## src/rtl/opb_pkg.sv

```systemverilog
// opb_pkg: shared definitions for the OPB register slave.
//   OPB_AW / OPB_DW : address / data bus widths
//   OPB_NBYTES      : byte lanes per data word
//   opb_state_t     : transaction FSM states (idle, acknowledge, turnaround gap)
package opb_pkg;

    localparam int OPB_AW     = 32;
    localparam int OPB_DW     = 32;
    localparam int OPB_NBYTES = OPB_DW / 8;

    typedef enum logic [1:0] {
        ST_IDLE = 2'd0,
        ST_ACK  = 2'd1,
        ST_GAP  = 2'd2
    } opb_state_t;

endpackage

```

## src/rtl/opb_be_merge.sv

```systemverilog
// opb_be_merge: combinational byte-enable merge, OPB big-endian byte order.
//   old_word : current register contents ([0:31], bit 0 = MSB)
//   new_word : write data from the bus
//   be       : byte enables; be[i] selects bits [8i:8i+7] (be[0] = MSB byte)
//   merged   : new byte where enabled, old byte otherwise
module opb_be_merge
    import opb_pkg::*;
(
    input  logic [0:OPB_DW-1]     old_word,
    input  logic [0:OPB_DW-1]     new_word,
    input  logic [0:OPB_NBYTES-1] be,
    output logic [0:OPB_DW-1]     merged
);

    // With an ascending range, [8*i +: 8] is byte i counted from the MSB,
    // which lines up directly with be[i].
    always_comb begin
        merged = old_word;
        for (int i = 0; i < OPB_NBYTES; i++) begin
            if (be[i]) merged[8*i +: 8] = new_word[8*i +: 8];
        end
    end

endmodule

```

## src/rtl/opb_reg_slave.sv

```systemverilog
// opb_reg_slave: OPB slave exposing NUM_RW read/write and NUM_RO read-only
// 32-bit registers inside the byte window [C_BASEADDR, C_HIGHADDR].
//   OPB_Clk, OPB_Rst            : clock, synchronous active-high reset
//   OPB_ABus/BE/DBus/RNW/select : OPB master request (OPB_seqAddr ignored)
//   Sl_DBus/xferAck/errAck      : registered response; Sl_DBus is 0 unless acking
//   Sl_retry, Sl_toutSup        : tied low
//   reg_out / wr_stb            : RW register contents and per-register commit pulse
//   reg_in                      : RO register sources, sampled on the capture edge
// Each transaction is IDLE (capture) -> ACK (respond, commit write) -> GAP,
// giving a one-cycle ack and a 3-cycle minimum spacing between transfers.
module opb_reg_slave
    import opb_pkg::*;
#(
    parameter logic [OPB_AW-1:0] C_BASEADDR = 32'h0001_0000,
    parameter logic [OPB_AW-1:0] C_HIGHADDR = 32'h0001_00FF,
    parameter int                NUM_RW     = 4,
    parameter int                NUM_RO     = 4
) (
    input  logic                     OPB_Clk,
    input  logic                     OPB_Rst,
    input  logic [0:OPB_AW-1]        OPB_ABus,
    input  logic [0:OPB_NBYTES-1]    OPB_BE,
    input  logic [0:OPB_DW-1]        OPB_DBus,
    input  logic                     OPB_RNW,
    input  logic                     OPB_select,
    input  logic                     OPB_seqAddr,
    output logic [0:OPB_DW-1]        Sl_DBus,
    output logic                     Sl_xferAck,
    output logic                     Sl_errAck,
    output logic                     Sl_retry,
    output logic                     Sl_toutSup,
    output logic [NUM_RW*OPB_DW-1:0] reg_out,
    output logic [NUM_RW-1:0]        wr_stb,
    input  logic [NUM_RO*OPB_DW-1:0] reg_in
);

    opb_state_t                     state;
    logic [NUM_RW-1:0][OPB_DW-1:0]  regs;
    logic [NUM_RO-1:0][OPB_DW-1:0]  ro_w;

    logic [OPB_AW-1:0]              abus;
    logic [OPB_AW-1:0]              word;
    logic                           in_win;
    logic                           hit;
    logic                           mapped;
    logic [OPB_DW-1:0]              rd_mux;
    logic [NUM_RW-1:0]              rw_sel;

    logic                           cap_rnw;
    logic [0:OPB_NBYTES-1]          cap_be;
    logic [OPB_DW-1:0]              cap_wdata;
    logic [OPB_DW-1:0]              cap_rdata;
    logic [NUM_RW-1:0]              cap_sel;
    logic [OPB_DW-1:0]              merged;

    logic                           unused_seq;

    // Descending copies keep numeric value: OPB bit 0 lands on bit 31.
    assign abus       = OPB_ABus;
    assign ro_w       = reg_in;
    assign reg_out    = regs;
    assign Sl_retry   = 1'b0;
    assign Sl_toutSup = 1'b0;
    assign unused_seq = OPB_seqAddr;

    assign in_win = (abus >= C_BASEADDR) && (abus <= C_HIGHADDR);
    assign hit    = OPB_select && in_win;
    assign word   = (abus - C_BASEADDR) >> 2;
    assign mapped = word < 32'(NUM_RW + NUM_RO);

    // Read source and RW one-hot select for the addressed word.
    always_comb begin
        rd_mux = '0;
        rw_sel = '0;
        for (int i = 0; i < NUM_RW; i++) begin
            if (word == 32'(i)) begin
                rd_mux    = regs[i];
                rw_sel[i] = 1'b1;
            end
        end
        for (int j = 0; j < NUM_RO; j++) begin
            if (word == 32'(NUM_RW + j)) rd_mux = ro_w[j];
        end
    end

    // For an RW word cap_rdata already holds the register value, and nothing
    // else can write it before commit, so it serves as the merge base.
    opb_be_merge u_merge (
        .old_word (cap_rdata),
        .new_word (cap_wdata),
        .be       (cap_be),
        .merged   (merged)
    );

    always_ff @(posedge OPB_Clk) begin
        if (OPB_Rst) begin
            state      <= ST_IDLE;
            Sl_DBus    <= '0;
            Sl_xferAck <= 1'b0;
            Sl_errAck  <= 1'b0;
            wr_stb     <= '0;
            regs       <= '0;
            cap_rnw    <= 1'b0;
            cap_be     <= '0;
            cap_wdata  <= '0;
            cap_rdata  <= '0;
            cap_sel    <= '0;
        end else begin
            wr_stb <= '0;
            case (state)
                ST_IDLE: begin
                    if (hit) begin
                        cap_rnw    <= OPB_RNW;
                        cap_be     <= OPB_BE;
                        cap_wdata  <= OPB_DBus;
                        cap_rdata  <= rd_mux;
                        cap_sel    <= rw_sel;
                        Sl_xferAck <= 1'b1;
                        Sl_errAck  <= !mapped;
                        Sl_DBus    <= OPB_RNW ? rd_mux : '0;
                        state      <= ST_ACK;
                    end
                end
                ST_ACK: begin
                    Sl_xferAck <= 1'b0;
                    Sl_errAck  <= 1'b0;
                    Sl_DBus    <= '0;
                    // cap_sel is empty for RO/unmapped words, so those writes drop out.
                    if (!cap_rnw) begin
                        for (int i = 0; i < NUM_RW; i++) begin
                            if (cap_sel[i]) regs[i] <= merged;
                        end
                        wr_stb <= cap_sel;
                    end
                    state <= ST_GAP;
                end
                ST_GAP: state <= ST_IDLE;
                default: state <= ST_IDLE;
            endcase
        end
    end

endmodule
```

## config.mk

```make
export PLATFORM = sky130hd
export DESIGN_NAME = opb_reg_slave
export DESIGN_NICKNAME = d
export VERILOG_FILES = /design/src/rtl/opb_pkg.sv /design/src/rtl/opb_be_merge.sv /design/src/rtl/opb_reg_slave.sv
export SDC_FILE = /design/constraint.sdc
export NUM_CORES = 1
export LEC_CHECK = 0
export CORE_MARGIN = 2
export CORE_UTILIZATION = 50
export DETAILED_ROUTE_END_ITERATION = 7
export DONT_BUFFER_PORTS = 1
export PLACE_DENSITY = 0.7
export SYNTH_ARGS = -nofsm -noshare
export SYNTH_HDL_FRONTEND = slang
export SYNTH_SLANG_ARGS = --single-unit
```

## constraint.sdc

```tcl
create_clock -name OPB_Clk -period 4.05 [get_ports OPB_Clk]
set_input_delay 0.81 -clock OPB_Clk [delete_from_list [all_inputs] [get_ports OPB_Clk]]
set_output_delay 0.81 -clock OPB_Clk [all_outputs]
set_load 0.01 [all_outputs]
```

==> results of run 1 <==
## kinds of logic (layout without fill, tap and decap cells)
| group | Yosys count | in the layout |
|---|---|---|
| multiplexers | 63 | 63 |
| other | 1 | 2 |
| AO/OA/AOI/OAI | 399 | 399 |
| flip-flops | 241 | 241 |
| XOR/XNOR | 1 | 1 |
| AND/OR/NAND/NOR | 516 | 516 |
| buffers and inverters | 128 | 94 |
## cells in the final DEF (no fill, tap or decap), types with 18 or more instances in the layout
cell and count:
buf_4 38, a211oi_1 137, mux2i_1 40, nand3_1 21, clkbuf_16 26, nor3_1 26
a222oi_1 22, o22ai_1 18, dfxtp_1 241, a22o_1 20, nor2_1 210, nand2_1 144
mux2_2 23, a21oi_1 64
## stage by stage
stage	cells	hold WS [ns]	util
floorplan	1350	0.4273	-
global route	1601	0.3595	0.5578
detailed placement	1554	0.4376	0.5188
global placement	1554	0.4327	0.5188
CTS	1601	0.3592	0.5578
finish	1601	0.3737	0.5578
## area by class of cell
cell class | instances | area [um^2]
multi-input cells | 981 | 6230
clock inverters | 12 | 157.7
repair buffers | 39 | 305.3
well taps | 285 | 356.6
inverters | 8 | 30.03
flip-flops and latches | 241 | 4825
fillers | 2066 | 10010
clock buffers | 35 | 724.4
## per-layer routing
metal	wire length (um)	share of wire
met1	17500	0.38
met2	21290	0.47
met3	4749	0.10
met4	2195	0.048
met5	0	0
## cell usage after synthesis, types with 16 or more instances
cell        n  share of area
nor3_1     29          0.013
a22o_1     20          0.015
buf_1      16         0.0052
a211oi_1  137          0.089
buf_2      18         0.0078
dfxtp_1   241           0.42
o22ai_1    18         0.0098
mux2i_1    40          0.035
a21oi_1    64          0.028
nand3_1    21         0.0091
a222oi_1   22          0.019
nand2_1   144          0.047
clkbuf_1   82          0.027
nor2_1    210          0.068
mux2_2     23          0.022
## critical path, cell delays in order
cell	delay, ns
or4_4	0.57
or2_1	0.47
nor4_4	0.66
a221oi_1	0.27
o32ai_1	0.40
a222oi_1	0.18
a211oi_1	0.26
## path summary, 6_finish.rpt
check,startpoint,endpoint,slack (ns),cells past startpoint
max,OPB_ABus[10],cap_rdata[12]$_SDFFE_PP0P_,0.87,7
min,OPB_Rst,Sl_xferAck$_SDFFE_PP0P_,0.37,1
max reg2reg,state[1]$_SDFFE_PP0P_,Sl_DBus[16]$_SDFFE_PP0P_,1.48,5
min reg2reg,cap_wdata[19]$_SDFFE_PP0P_,cap_wdata[19]$_SDFFE_PP0P_,0.45,2
## flip-flops by register name, indices dropped and copies added, names as in the netlist
register and cells:
state 2, Sl_DBus 32, Sl_errAck 1, cap_be 4, cap_sel 4, cap_rnw 1, wr_stb 4, reg_out 128
Sl_xferAck 1, cap_wdata 32, cap_rdata 32
## power breakdown
part	leakage, uW	internal (uW)	switching (uW)
sequential	0.00194	2370	0.0000404
combinational	0.00162	41.4	68.3
clock	0.000425	1450	1020
total	0.00398	3860	1090
==> key figures, run 1 <==
Clock network
  • Num CTS Buffers: 26
  • Root buffer cell: clkbuf_16
  • Htree depth: 1
  • Clk sinks: about 240
  • Post-CTS sizing: 0
  • Post-CTS Setup Bufs: 0
  • CTS clk-pin slew, worst paths: approximately 0.06 ns
  • Worst-skew pair later-pin latency: 0.55 ns
  • Max clock buf depth: 3
  • CTS tree: built
  • Hold buffer count at cts: 0

Timing
  • Fmax: 314.0 MHz
  • Tcrit/Tclk final: 0.7864
  • Fin. Hold Viols: 0
  • Fin Setup TNS: 0 ns
  • RSZ-0062 raised after global routing: no
  • Max-Slew Margin vs Limit: 0.1785
  • Worst Skew: approximately 0.015 ns
  • Final Worst Setup Slack: 0.8651 ns
  • Slew Limit Fails: 0
  • Fin crit period: around 3.2 ns
  • Least-Margin Pin Slew: 1.232 ns
  • # setup viols final: 0

Setup path
  • CP Data Required Time: 4.49 ns
  • Worst Path Arrival: 3.63 ns
  • CP Max Fanout: 8
  • Critical Path Source Type: primary input
  • Setup Crit Path Kind: primary input to flop
  • Nature of the critical path endpoint: flop

Placed design
  • Placed Area: 11,750 um^2
  • Buffers added on ports: 0
  • Place WS: between 0.3 and 0.4 ns
  • Gpl congestion: about 0.96
  • Hpwl dp: 33.06 mm

Floorplanning
  • Top Ports: approximately 370
  • Die X: 155.9 um
  • Rows: 55
  • Chip Height: 155.9 um
  • Core Region: 22,640 um^2
  • Initial Utilization: 0.5097
  • Die area: approximately 24,000 um^2

Detailed routing
  • WL final: 45.73 mm
  • Drc violations: 0
  • Antenna-violating nets left: 0
  • DRT iter0 DRCs: 1,136
  • Vias/cell: 6.813
  • Via count: 10,910
  • Drt first pass iters: 6
  • Wire per inst: approximately 29 um

Synth
  • Post-synthesis simple-gate area fraction: 0.2198
  • Synth Area in XOR/XNOR: 0.001410
  • Multiplexer share of the synthesized area: 0.05714
  • Number of synthesized register bits: 241
  • Async SR Flop Fraction: 0
  • Synthesized instance count: approximately 1,300
  • Synth warn: 0
  • Register area share after synthesis: 0.4181
  • Top FF cell, synth: dfxtp_1
  • Largest family of logic cells by synthesized area: compound AO/OA/AOI/OAI gates
  • Syn avg cell area: 8.554 um^2
  • Synth Area in Adders: 0
  • Synth unique cells: between 60 and 70
  • Synth Cell Area: 11,540 um^2
  • EDFF count, synth: 0
  • Post-synthesis compound-gate area fraction: 0.2583

GRT
  • Largest net degree at the start of global routing: 222
  • Grt ovf: 0
  • Initial antenna violation count: 0
  • GR Util met1: 0.4396
  • Vias in the first global route: 10,080
  • M2 GR Usage: 0.5881
  • First-pass GRT wire length: 65.24 mm
  • Tot GR Track Use: 0.3583
  • Gr busiest metal: met2
  • Global routing met3 resource utilization: 0.1028

Power and ir drop
  • Max rail drop VDD: 0.0003067 V
  • Leakage power: 0.003984 uW
  • Final Power: 4953 uW
  • Pwr/cell area: between 300 and 400 nW/um^2

Finish
  • Share of cells above drive strength 1: 0.1140
  • P&R area growth vs syn: 9.433%
  • Post-route cell area: 12,630 um^2
  • NumNets Final: 1,498
  • Inserted Diodes: 0

Run
  • Max cap viols: 0

Run status
  • Status: completed

Hold path
  • Class of the most critical hold timing path: primary input to flop
No activity file was read; power rests on OpenSTA's default activity.
==> inputs of run 2 (changes only) <==
Clock period 4.05 ns to 3.15 ns, I/O delays scaled along.
==> key figures, run 2 (synthesis results as in run 1) <==
Floorplanning
  • Chip Height: 155.9 um (unchanged)
  • Die area: 24,310 um^2 (unchanged)
  • Rows: 55 (unchanged)
  • Top Ports: 369 (unchanged)
  • Die X: 155.9 um (unchanged)
  • Core Region: 22,640 um^2 (unchanged)
  • Initial Utilization: 0.5097 (unchanged)

Clock network
  • Post-CTS sizing: 0 (unchanged)
  • Max clock buf depth: 3 (unchanged)
  • Hold buffer count at cts: 0 (unchanged)
  • Root buffer cell: clkbuf_16
  • Worst-skew pair later-pin latency: 0.55 ns (about the same)
  • Num CTS Buffers: 27 (+3.8%)
  • CTS clk-pin slew, worst paths: 0.06 ns (about the same)
  • Htree depth: 1 (unchanged)
  • Post-CTS Setup Bufs: 0 (unchanged)
  • CTS tree: built
  • Clk sinks: 241 (unchanged)

GRT
  • Largest net degree at the start of global routing: 222 (unchanged)
  • First-pass GRT wire length: 65.98 mm (+1.1%)
  • Tot GR Track Use: 0.3596 (+0.001289)
  • Initial antenna violation count: 1 (+1)
  • Grt ovf: 0 (unchanged)
  • Vias in the first global route: 10,410 (+3.3%)

Placed design
  • Gpl congestion: 0.9647 (+0.64%)
  • Cell count after placement: 1,620 (+4.2%)
  • Hpwl dp: 33.58 mm (+1.6%)
  • Buffers added on ports: 0 (unchanged)

Timing
  • Worst Skew: 0.009459 ns (-0.005619 ns)
  • Slew Limit Fails: 0 (unchanged)
  • Worst hold margin: 0.1707 ns (-0.2030 ns)
  • Fin crit period: 2.706 ns
  • Fmax: ~370 MHz
  • RSZ-0062 raised after global routing: no
  • Tcrit/Tclk final: 0.8591
  • Fin. Hold Viols: 0 (unchanged)
  • Max-Slew Margin vs Limit: 0.3202 (+0.1417)
  • Least-Margin Pin Slew: 1.014 ns (-0.2181 ns)
  • # setup viols final: 0 (unchanged)

Detailed routing
  • WL final: 45.73 mm (about the same)
  • Antenna-violating nets left: 0 (unchanged)
  • Vias/cell: 6.711 (-1.5%)
  • DRT iter0 DRCs: 1,215 (+7.0%)
  • Wire per inst: 27.37 um (-4.2%)
  • Drc violations: 0 (unchanged)
  • Drt first pass iters: 7 (+1)
  • Via count: 11,210 (+2.8%)

Power and ir drop
  • Final Power: 6520 uW (+32%)
  • Power Internal: 5107 uW (+32%)
  • Sw Share: 0.2168 (-0.003815)
  • Clock share of power: 0.510 (+0.011)
  • Leakage power: 0.004375 uW (+9.8%)
  • Pwr/cell area: 490.7 nW/um^2 (+25%)
  • P_sw: 1413 uW (+29%)
  • Sequential Power Share: 0.467 (-0.011)
  • Max rail drop VDD: 0.0004200 V (+37%)
  • Share of power burned in combinational logic: 0.023 (about the same)

Setup path
  • Worst reg2reg setup slack: 0.77 ns (-0.71 ns)
  • CP Max Fanout: 7 (-1)
  • Worst Path Arrival: 3.12 ns (-0.51 ns)
  • Worst reg2reg endpoint: cap_rdata[21]$_SDFFE_PP0P_
  • Nature of the critical path endpoint: flop
  • Critical Path Source Type: primary input
  • CP Data Required Time: 3.57 ns (-0.92 ns)
  • R2R cell count: 6 (+1)
  • Setup Crit Path Kind: primary input to flop
  • Worst r2r src: state[1]$_SDFFE_PP0P_

Finish
  • Most common cell after layout, fill and taps aside: dfxtp_1
  • Share of cells above drive strength 1: 0.1574 (+0.04342)
  • Cell Count, Final, Fillers Out: 1,671 (+4.4%)
  • P&R area growth vs syn: 15.15%
  • Final core occ: 0.5869 (+0.02912)
  • NumNets Final: 1,565 (+4.5%)
  • Max reg flops: 128 (unchanged)
  • Commonest cells after routing, fill and taps aside: dfxtp_1, nor2_1, nand2_1

Hold path
  • Hold Path Depth: 1 (unchanged)
  • Class of the most critical hold timing path: primary input to flop
  • Hold Path Sink: state[1]$_SDFFE_PP0P_
  • HP Start: OPB_Rst

Run status
  • Status: completed

Run
  • Max cap viols: 0 (unchanged)
-- run 2: power by group through the flow --
stage          clock (uW)  sequential [uW]  combinational (uW)
6_report             3320             3050                 148
4_1_cts              3330             3050                 145
3_5_place_dp            0             3120                 144
5_1_grt              3470             3050                 156
3_3_place_gp            0             3120                 144
2_1_floorplan           0             3120                 160
-- run 2: how the worst max path moves through the flow --
stage / startpoint / cells after the start / slack (ns) / endpoint
final: OPB_ABus[10] / 9 / 0.44 / cap_rdata[21]$_SDFFE_PP0P_
after global routing: OPB_ABus[10] / 9 / 0.27 / cap_rdata[21]$_SDFFE_PP0P_
after CTS: OPB_ABus[10] / 9 / 0.44 / cap_rdata[21]$_SDFFE_PP0P_
after detailed placement: OPB_ABus[10] / 9 / -0.11 / cap_rdata[21]$_SDFFE_PP0P_
after global placement: OPB_ABus[10] / 9 / -0.08 / cap_rdata[21]$_SDFFE_PP0P_
after floorplan: OPB_ABus[10] / 9 / 0.22 / cap_rdata[0]$_SDFFE_PP0P_
-- run 2: worst max-delay path, stage by stage --
cell and delay [ns]:
or4_4 0.53, buf_4 0.16, nor2_1 0.23, and4_1 0.30
nand3_2 0.21, o211a_1 0.28, a2111oi_0 0.53, buf_4 0.20
nor3_1 0.04
-- run 2: metal layers --
layer	track usage	part of all wire
met5	0	0
met4	0.1743	0.057
met3	0.1003	0.11
met2	0.5796	0.45
met1	0.4445	0.38
-- run 2: area by class of cell --
type	count	area, um^2
multi-input cells	981	6230
flip-flops and latches	241	4825
inverters	8	30.03
diodes	1	2.502
clock buffers	40	794.5
fillers	1986	9353
repair buffers	105	900.9
well taps	285	356.6
clock inverters	10	148.9
-- run 2: per-stage QoR --
stage	setup TNS, ns	setup WS [ns]	instance area, um^2
2_1_floorplan	0	0.2168	11540
3_3_place_gp	-0.1326	-0.07703	12340
3_5_place_dp	-0.2657	-0.1117	12340
4_1_cts	0	0.4379	13290
5_1_grt	0	0.2709	13290
6_report	0	0.4438	13290
==> inputs of run 3 (changes only) <==
Settings changed: CTS_BUF_LIST from default to sky130_fd_sc_hd__clkbuf_4.
==> key figures, run 3 (synthesis results as in run 1) <==
Run status
  • Status: completed

Floorplanning
  • Rows: 55 (unchanged)
  • Die area: 24,310 um^2 (unchanged)
  • Chip Height: 155.9 um (unchanged)
  • Core Region: 22,640 um^2 (unchanged)
  • Initial Utilization: 0.5097 (unchanged)
  • Top Ports: 369 (unchanged)
  • Die X: 155.9 um (unchanged)

Clock network
  • Clk sinks: 241 (unchanged)
  • Max clock buf depth: 3 (unchanged)
  • Hold buffer count at cts: 0 (unchanged)
  • Htree depth: 3 (+2)
  • Post-CTS sizing: 0 (unchanged)
  • Root buffer cell: clkbuf_4
  • Post-CTS Setup Bufs: 0 (unchanged)
  • CTS tree: built
  • Num CTS Buffers: 68 (+150%)
  • CTS clk-pin slew, worst paths: 0.06 ns (about the same)
  • Worst-skew pair later-pin latency: 0.68 ns (+0.13 ns)

Detailed routing
  • Drt first pass iters: 6 (-1)
  • DRT iter0 DRCs: 1,242 (+2.2%)
  • Wire per inst: 26.47 um (-3.3%)
  • Drc violations: 0 (unchanged)
  • WL final: 45.99 mm (+0.55%)
  • Vias/cell: 6.580 (-1.9%)
  • Antenna-violating nets left: 0 (unchanged)
  • Via count: 11,430 (+1.9%)

Hold path
  • Class of the most critical hold timing path: primary input to flop

Finish
  • Multi-input combinational cell area: 6230 um^2 (unchanged)
  • P&R area growth vs syn: 14.26%
  • Commonest cells after routing, fill and taps aside: dfxtp_1, nor2_1, nand2_1
  • NumNets Final: 1,606 (+2.6%)
  • Most common cell after layout, fill and taps aside: dfxtp_1
  • Register Area: 4825 um^2 (unchanged)
  • Max reg flops: 128 (unchanged)
  • Share of cells above drive strength 1: 0.1919 (+0.03446)
  • FILL cells: 2,052 (+3.3%)
  • Cell Count, Final, Fillers Out: 1,737 (+3.9%)

Setup path
  • Nature of the critical path endpoint: flop
  • CP Data Required Time: 3.68 ns (+0.11 ns)
  • CP Max Fanout: 7 (unchanged)
  • Setup Crit Path Kind: primary input to flop
  • Critical path's slowest cell: or4_4
  • Crit path top cell by count: buf_4
  • Crit-path cells: or4_4 > buf_4 > nor2_1 > and4_1 > nand3_2 > o211a_1 > a2111oi_0 > buf_4 > nor3_1
  • Worst reg2reg setup slack: 0.76 ns (about the same)
  • Slowest Stage Delay on Critical Path: 0.53 ns (about the same)
  • Critical Path Source Type: primary input
  • Worst Path Arrival: 3.17 ns (+0.05 ns)

Timing
  • Fin Setup TNS: 0 ns (unchanged)
  • Tcrit/Tclk final: 0.8361 (-0.02301)
  • Fin crit period: 2.634 ns (-0.07249 ns)
  • Slew Limit Fails: 0 (unchanged)
  • # setup viols final: 0 (unchanged)
  • Least-Margin Pin Slew: 1.024 ns (+0.009881 ns)
  • Max-Slew Margin vs Limit: 0.3136 (-0.006623)
  • Fin. Hold Viols: 0 (unchanged)
  • RSZ-0062 raised after global routing: no
  • Worst Skew: 0.04480 ns (+0.03534 ns)
  • Fmax: 379.7 MHz (+2.8%)

GRT
  • Vias in the first global route: 10,720 (+2.9%)
  • Tot GR Track Use: 0.3643 (+0.004694)
  • Grt ovf: 0 (unchanged)
  • Initial antenna violation count: 3 (+2)
  • First-pass GRT wire length: 66.48 mm (+0.75%)
  • Largest net degree at the start of global routing: 222 (unchanged)

Power and ir drop
  • Leakage power: 0.004410 uW (+0.80%)
  • Max rail drop VDD: 0.0003025 V (-28%)
  • Pwr/cell area: 458.0 nW/um^2 (-6.7%)

Placed design
  • Cell count after placement: 1,620 (unchanged)
  • Buffers added on ports: 0 (unchanged)
  • Hpwl dp: 33.58 mm (unchanged)
  • Gpl congestion: 0.9647 (unchanged)

Run
  • Max cap viols: 0 (unchanged)
==> run 3: cell count changes in the layout (fill, tap and decap cells not counted), moves of 2 or more <==
cell	before	now
clkbuf_4	0	98
clkbuf_16	27	0
clkbuf_8	7	0
bufinv_16	3	1
clkbuf_1	6	0
diode_2	1	3
clkinv_2	3	1
clkinv_1	0	10
==> run 3: metal layers <==
layer / up-vias / GRT usage / share of wire
met5: - / 0 / 0
met4: 0 / 0.1953 / 0.054
met3: 124 / 0.1222 / 0.11
met2: 689 / 0.5792 / 0.46
met1: 5426 / 0.4365 / 0.37
li1: 5191 / - / -
==> run 3: final timing paths <==
kind	start	depth (start not counted)	to
setup reg to reg	state[1]$_SDFFE_PP0P_	6	cap_rdata[21]$_SDFFE_PP0P_
hold reg to reg	cap_sel[3]$_SDFFE_PP0P_	2	cap_sel[3]$_SDFFE_PP0P_
hold / removal	OPB_Rst	1	state[1]$_SDFFE_PP0P_
setup / recovery	OPB_ABus[10]	9	cap_rdata[21]$_SDFFE_PP0P_
==> run 3: per-stage QoR <==
| step | area [um^2] | worst slack (ns) | utilization | total power (uW) | hold slack, ns |
|---|---|---|---|---|---|
| floorplan | 11540 | 0.2168 | - | 3275 | 0.4273 |
| global placement | 12340 | -0.07703 | 0.5451 | 3259 | 0.4320 |
| detailed placement | 12340 | -0.1117 | 0.5451 | 3259 | 0.4400 |
| CTS | 13180 | 0.5743 | 0.5820 | 6064 | 0.03084 |
| global route | 13190 | 0.4249 | 0.5824 | 6232 | 0.006780 |
| finish | 13190 | 0.5163 | 0.5824 | 6038 | 0.05823 |
==> run 3: area by class of cell <==
type	instances	share of cell area
Multi-Input combinational cell	981	0.4725
Sequential cell	241	0.3659
Timing Repair Buffer	105	0.06832
Clock buffer	98	0.05580
Tap cell	285	0.02705
Clock inverter	16	0.007592
Inverter	8	0.002277
Antenna cell	3	0.0005694
==> run 3: power by group <==
part | switching (uW) | internal, uW
logic | 88.4 | 59.8
clock network | 1330 | 1510
registers | 0.0000476 | 3050
total | 1420 | 4620
==> run 3: worst max-delay path: cells and delay by family <==
kind	cells	cell delay [ns]
AND/OR/NAND/NOR	5	1.34
AO/OA/AOI/OAI	2	0.82
buffers and inverters	2	0.36
